--- src/rtl/echo_measure.sv ---
`default_nettype none
// ============================================================================
// echo_measure : times a synchronised ultrasonic echo pulse in us, converts to cm
// Revision     : 1.0
// ============================================================================
module echo_measure #(
  parameter int CLKS_PER_US     = 50,
  parameter int US_WIDTH        = 16,
  parameter int DIST_WIDTH      = 10,
  parameter int CM_DIVISOR      = 58,
  parameter int RISE_TIMEOUT_US = 2000,
  parameter int MAX_ECHO_US     = 30000
) (
  input  logic                  clk,
  input  logic                  rst,
  input  logic                  start,
  input  logic                  echo,
  output logic [DIST_WIDTH-1:0] distance,
  output logic                  valid,
  output logic                  error,
  output logic                  echoDone,
  output logic                  busy
);

  localparam int PW = (CLKS_PER_US > 1) ? $clog2(CLKS_PER_US) : 1;
  localparam int CW = $clog2(US_WIDTH + 1);
  localparam logic [PW-1:0]     PRESC_LAST = PW'(CLKS_PER_US - 1);
  localparam logic [US_WIDTH-1:0] TIMEOUT_C = US_WIDTH'(RISE_TIMEOUT_US);
  localparam logic [US_WIDTH-1:0] MAX_C     = US_WIDTH'(MAX_ECHO_US);
  localparam logic [US_WIDTH:0]   DIV_C     = (US_WIDTH + 1)'(CM_DIVISOR);
  localparam logic [CW-1:0]       LAST_BIT  = CW'(US_WIDTH - 1);

  typedef enum logic [2:0] {
    S_IDLE      = 3'd0,
    S_WAIT_RISE = 3'd1,
    S_MEASURE   = 3'd2,
    S_CONVERT   = 3'd3,
    S_DONE      = 3'd4
  } state_t;

  state_t                state_q, state_d;
  logic                  echo_s1_q, echo_s2_q, echo_s3_q;
  logic [PW-1:0]         presc_q, presc_d, presc_inc;
  logic [US_WIDTH-1:0]   us_q, us_d, us_inc;
  logic [US_WIDTH-1:0]   quot_q, quot_d;
  logic [US_WIDTH:0]     rem_q, rem_d, shifted, trial;
  logic [CW-1:0]         bit_q, bit_d;
  logic                  error_q, error_d;
  logic [DIST_WIDTH-1:0] dist_q, dist_d;
  logic                  us_tick, rise, fall;

  assign rise      = echo_s2_q & ~echo_s3_q;
  assign fall      = ~echo_s2_q & echo_s3_q;
  assign us_tick   = (presc_q == PRESC_LAST);
  assign presc_inc = us_tick ? '0 : presc_q + 1'b1;
  assign us_inc    = us_tick ? us_q + 1'b1 : us_q;

  always_comb begin
    state_d = state_q;
    presc_d = presc_q;
    us_d    = us_q;
    quot_d  = quot_q;
    rem_d   = rem_q;
    bit_d   = bit_q;
    error_d = error_q;
    dist_d  = dist_q;
    shifted = {rem_q[US_WIDTH-1:0], quot_q[US_WIDTH-1]};
    trial   = shifted - DIV_C;

    case (state_q)
      S_IDLE: begin
        if (start) begin
          state_d = S_WAIT_RISE;
          error_d = 1'b0;
          presc_d = '0;
          us_d    = '0;
        end
      end
      S_WAIT_RISE: begin
        // Timeout is checked first so it wins over a coincident rising edge.
        if (us_q >= TIMEOUT_C) begin
          state_d = S_DONE;
          error_d = 1'b1;
        end else if (rise) begin
          state_d = S_MEASURE;
          presc_d = '0;
          us_d    = '0;
        end else begin
          presc_d = presc_inc;
          us_d    = us_inc;
        end
      end
      S_MEASURE: begin
        // The fall-detect cycle is still counted; it balances the uncounted rise-detect cycle.
        if (us_q >= MAX_C) begin
          state_d = S_DONE;
          error_d = 1'b1;
        end else begin
          presc_d = presc_inc;
          us_d    = us_inc;
          if (fall) begin
            state_d = S_CONVERT;
            quot_d  = us_inc;
            rem_d   = '0;
            bit_d   = '0;
          end
        end
      end
      S_CONVERT: begin
        rem_d  = trial[US_WIDTH] ? shifted : trial;
        quot_d = {quot_q[US_WIDTH-2:0], ~trial[US_WIDTH]};
        bit_d  = bit_q + 1'b1;
        if (bit_q == LAST_BIT) begin
          state_d = S_DONE;
          dist_d  = quot_d[DIST_WIDTH-1:0];
        end
      end
      S_DONE:  state_d = S_IDLE;
      default: state_d = S_IDLE;
    endcase
  end

  always_ff @(posedge clk or negedge rst) begin
    if (!rst) begin
      state_q   <= S_IDLE;
      echo_s1_q <= 1'b0;
      echo_s2_q <= 1'b0;
      echo_s3_q <= 1'b0;
      presc_q   <= '0;
      us_q      <= '0;
      quot_q    <= '0;
      rem_q     <= '0;
      bit_q     <= '0;
      error_q   <= 1'b0;
      dist_q    <= '0;
    end else begin
      state_q   <= state_d;
      echo_s1_q <= echo;
      echo_s2_q <= echo_s1_q;
      echo_s3_q <= echo_s2_q;
      presc_q   <= presc_d;
      us_q      <= us_d;
      quot_q    <= quot_d;
      rem_q     <= rem_d;
      bit_q     <= bit_d;
      error_q   <= error_d;
      dist_q    <= dist_d;
    end
  end

  assign distance = dist_q;
  assign error    = error_q;
  assign echoDone = (state_q == S_DONE);
  assign valid    = (state_q == S_DONE) && !error_q;
  assign busy     = (state_q != S_IDLE);

endmodule
`default_nettype wire

--- config.mk ---
export PLATFORM = sky130hd
export DESIGN_NAME = echo_measure
export DESIGN_NICKNAME = d
export VERILOG_FILES = /design/src/rtl/echo_measure.sv
export SDC_FILE = /design/constraint.sdc
export NUM_CORES = 1
export LEC_CHECK = 0
export CELL_PAD_IN_SITES_DETAIL_PLACEMENT = 1
export CELL_PAD_IN_SITES_GLOBAL_PLACEMENT = 1
export CORE_MARGIN = 4
export CORE_UTILIZATION = 30
export DETAILED_ROUTE_END_ITERATION = 6
export PLACE_DENSITY = 0.64
export SETUP_SLACK_MARGIN = 0.2
export SLEW_MARGIN = 20
export SYNTH_ARGS = -nofsm -noshare
export SYNTH_HDL_FRONTEND = slang
export SYNTH_SLANG_ARGS = --single-unit
--- constraint.sdc ---
create_clock -name clk -period 3.05 [get_ports clk]
set_input_delay 0.4575 -clock clk [delete_from_list [all_inputs] [get_ports clk]]
set_output_delay 0.4575 -clock clk [all_outputs]
set_load 0.05 [all_outputs]
==> flow_summary.json <==
{
  "yosys.area.top_type": "dfrtp_1",
  "drc": 0,
  "drive_gt1_share_pct": 11.2,
  "async_flop_share_pct": 100,
  "worst_pin_slew_ns": 0.762,
  "setup_viol": 0,
  "nets": 462,
  "grt_max_degree": 77,
  "route.met2.wl_mm": 5.38,
  "cts_buffers": 9,
  "io_buffers": 17,
  "synth_nets": 448,
  "rows": 43,
  "cts_root_buffer": "clkbuf_16",
  "area_growth_pct": 16.1,
  "rrSetupSlack_ns": 0.50,
  "yosys_warnings": 0,
  "grt_pass1_wl_mm": 19.6,
  "yosys-top-cells-count": "dfrtp_1, o21ai_0, nand2_1, nand3_1, nor2_1",
  "overflow": 0,
  "hold_viol_final": 0,
  "p_leak_nw": 2.07,
  "synthMostInstantiatedCell": "dfrtp_1",
  "r2r_start": "us_q[11]$_DFFE_PN0P_",
  "arrival_ns": 2.75,
  "synth-edff-count": 0,
  "reg2regPathDepth": 5,
  "min_period_ns": 2.55,
  "dp_hpwl_mm": 8.02,
  "drv_cap": 0,
  "globalplace.congestion": 0.870,
  "hp-class": "in2async",
  "wirelength_mm": 11.6,
  "synth_ff_type": "dfrtp_1",
  "grt_usage_pct": 15.1,
  "critPathMaxFanout": 8,
  "multi_input_area_um2": 2190,
  "clk_pin_slew_ns": 0.06,
  "status": "finished clean",
  "cts_sinks": 76,
  "dr.pass1.iters": 4,
  "routed.top_layer": "met4",
  "ir_drop_uv": 399,
  "initial_utilization_pct": 30.7,
  "io_pins": 18,
  "clock_skew_ns": 0.00871,
  "cts-htree-levels": 3,
  "wl_met3_um": 439,
  "worstSkewPairLatency_ns": 0.35,
  "finalNonFillerCells": 636,
  "cts_tree": "built",
  "rsz0062_at_grt": "no",
  "cts_hold_buf": 0,
  "synth_area_leaders": "dfrtp_1, o21ai_0, a221o_1, mux2_2, nand2_1",
  "seqCellArea_um2": 1900,
  "viasPerCell": 5.63,
  "met1Wirelength_mm": 5.63,
  "synth_top_area_share_pct": 44.6,
  "die-area_um2": 16200,
  "ant_nets": 0,
  "setup-tns-final_ns": 0,
  "r2r-end": "us_q[2]$_DFFE_PN0P_",
  "diodes": 0,
  "synthCells": 437,
  "n_fill_cell": 1581,
  "fmax_mhz": 392,
  "slew_violations": 0,
  "antenna_found_initial": 0,
  "final.period_utilization_pct": 83.7,
  "critical_path_class": "reg2reg",
  "drt-initial-drc-count": 221,
  "clockBufferDepth": 2,
  "ys_types": 66,
  "power.density_nw_per_um2": 831,
  "dpl.cell_count": 620,
  "ys_ff_latch": 76,
  "ys_seq_area_share_pct": 44.6,
  "core-area_um2": 13900,
  "endpoint_kind": "flop",
  "post-cts-setup-buffers": 0,
  "die_y_um": 127,
  "cts-resized-gates": 0,
  "grt_pass1_vias": 3730,
  "die_x_um": 127,
  "vias": 3582,
  "drt-wirelength-per-cell_um": 18.3,
  "postSynthAreaPerCell_um2": 9.76,
  "crit_path_start_kind": "flop",
  "synth_area_um2": 4270,
  "slew_headroom_pct": 49.2,
  "critPathRequiredTime_ns": 3.24
}
==> metal layers <==
| metal | GRT usage [%] | up-vias |
|---|---|---|
| li1 | - | 1696 |
| met1 | 20.7 | 1815 |
| met2 | 23.3 | 58 |
| met3 | 4.43 | 13 |
| met4 | 4.29 | 0 |
| met5 | 0 | - |
==> cell type report <==
class	instances	area share, %
inverters	13	0.985
repair buffers	29	5.38
flip-flops and latches	76	38.4
multi-input cells	322	44.3
clock inverters	6	1.74
clock buffers	10	4.62
well taps	180	4.55
==> per-stage QoR <==
stage	area, µm²	power (mW)	hold WS (ns)	worst slack [ns]	utilization, %
2_1_floorplan	4270	2.48	0.162	0.357	-
4_1_cts	4950	4.15	0.330	0.538	35.6
3_3_place_gp	4630	2.93	0.346	0.602	33.4
3_5_place_dp	4630	2.97	0.345	0.559	33.4
6_report	4950	4.11	0.143	0.498	35.7
5_1_grt	4950	4.40	0.202	0.352	35.7
==> cells by family (layout without fill, tap and decap cells) <==
| kind of cell | count (synthesis) | in the layout | synth area share (%) |
|---|---|---|---|
| simple gates | 143 | 143 | 18.0 |
| compound gates | 142 | 142 | 24.4 |
| flops | 76 | 76 | 44.6 |
| buf+inv | 39 | 58 | 4.05 |
| xor+xnor | 15 | 15 | 3.08 |
| mux | 15 | 15 | 3.81 |
| fa+ha+maj | 7 | 7 | 2.05 |
==> worst max-delay path, stage by stage, from the launching register on <==
cell and delay (ns):
dfrtp_1 0.46, or2_0 0.28, nor4_1 0.52, a32oi_1 0.31, a21oi_1 0.64, o221ai_1 0.18
==> worst max-delay path by stage <==
| stage | end | cells past startpoint | start |
|---|---|---|---|
| 2_1_floorplan | valid | 3 | state_q[0]$_DFFE_PN0P_ |
| 3_3_place_gp | us_q[11]$_DFFE_PN0P_ | 5 | us_q[11]$_DFFE_PN0P_ |
| 3_5_place_dp | us_q[2]$_DFFE_PN0P_ | 5 | us_q[11]$_DFFE_PN0P_ |
| 4_1_cts | us_q[2]$_DFFE_PN0P_ | 5 | us_q[11]$_DFFE_PN0P_ |
| 5_1_grt | presc_q[1]$_DFFE_PN0P_ | 5 | us_q[11]$_DFFE_PN0P_ |
| 6_report | us_q[2]$_DFFE_PN0P_ | 5 | us_q[11]$_DFFE_PN0P_ |
==> registers in the layout, summed over array words and instances, names as in the netlist <==
name       count
us_q          16
quot_q        16
echo_s1_q      1
distance      10
state_q        3
presc_q        6
bit_q          5
echo_s3_q      1
echo_s2_q      1
rem_q         16
error          1
==> where the power goes <==
part           switching, mW  internal, mW
logic                  0.962         0.549
clock network          0.440         0.717
registers              0.246          1.20
total                   1.65          2.47
==> layout by cell type, fill, tap and decap left out, drive strengths merged, types with 6 or more instances in the layout <==
cell           count
nor3              16
buf               16
a21oi             17
a22oi             10
xnor2              7
or4                6
clkdlybuf4s50     13
a211oi             7
or3               10
xor2               8
ha                 7
nor2              17
clkbuf            10
nand2             30
and3              10
nand3             20
inv               13
mux2              10
dfrtp             76
a221o             14
o21ai             39
o211ai            11
Power figures use the tool's default switching activity.
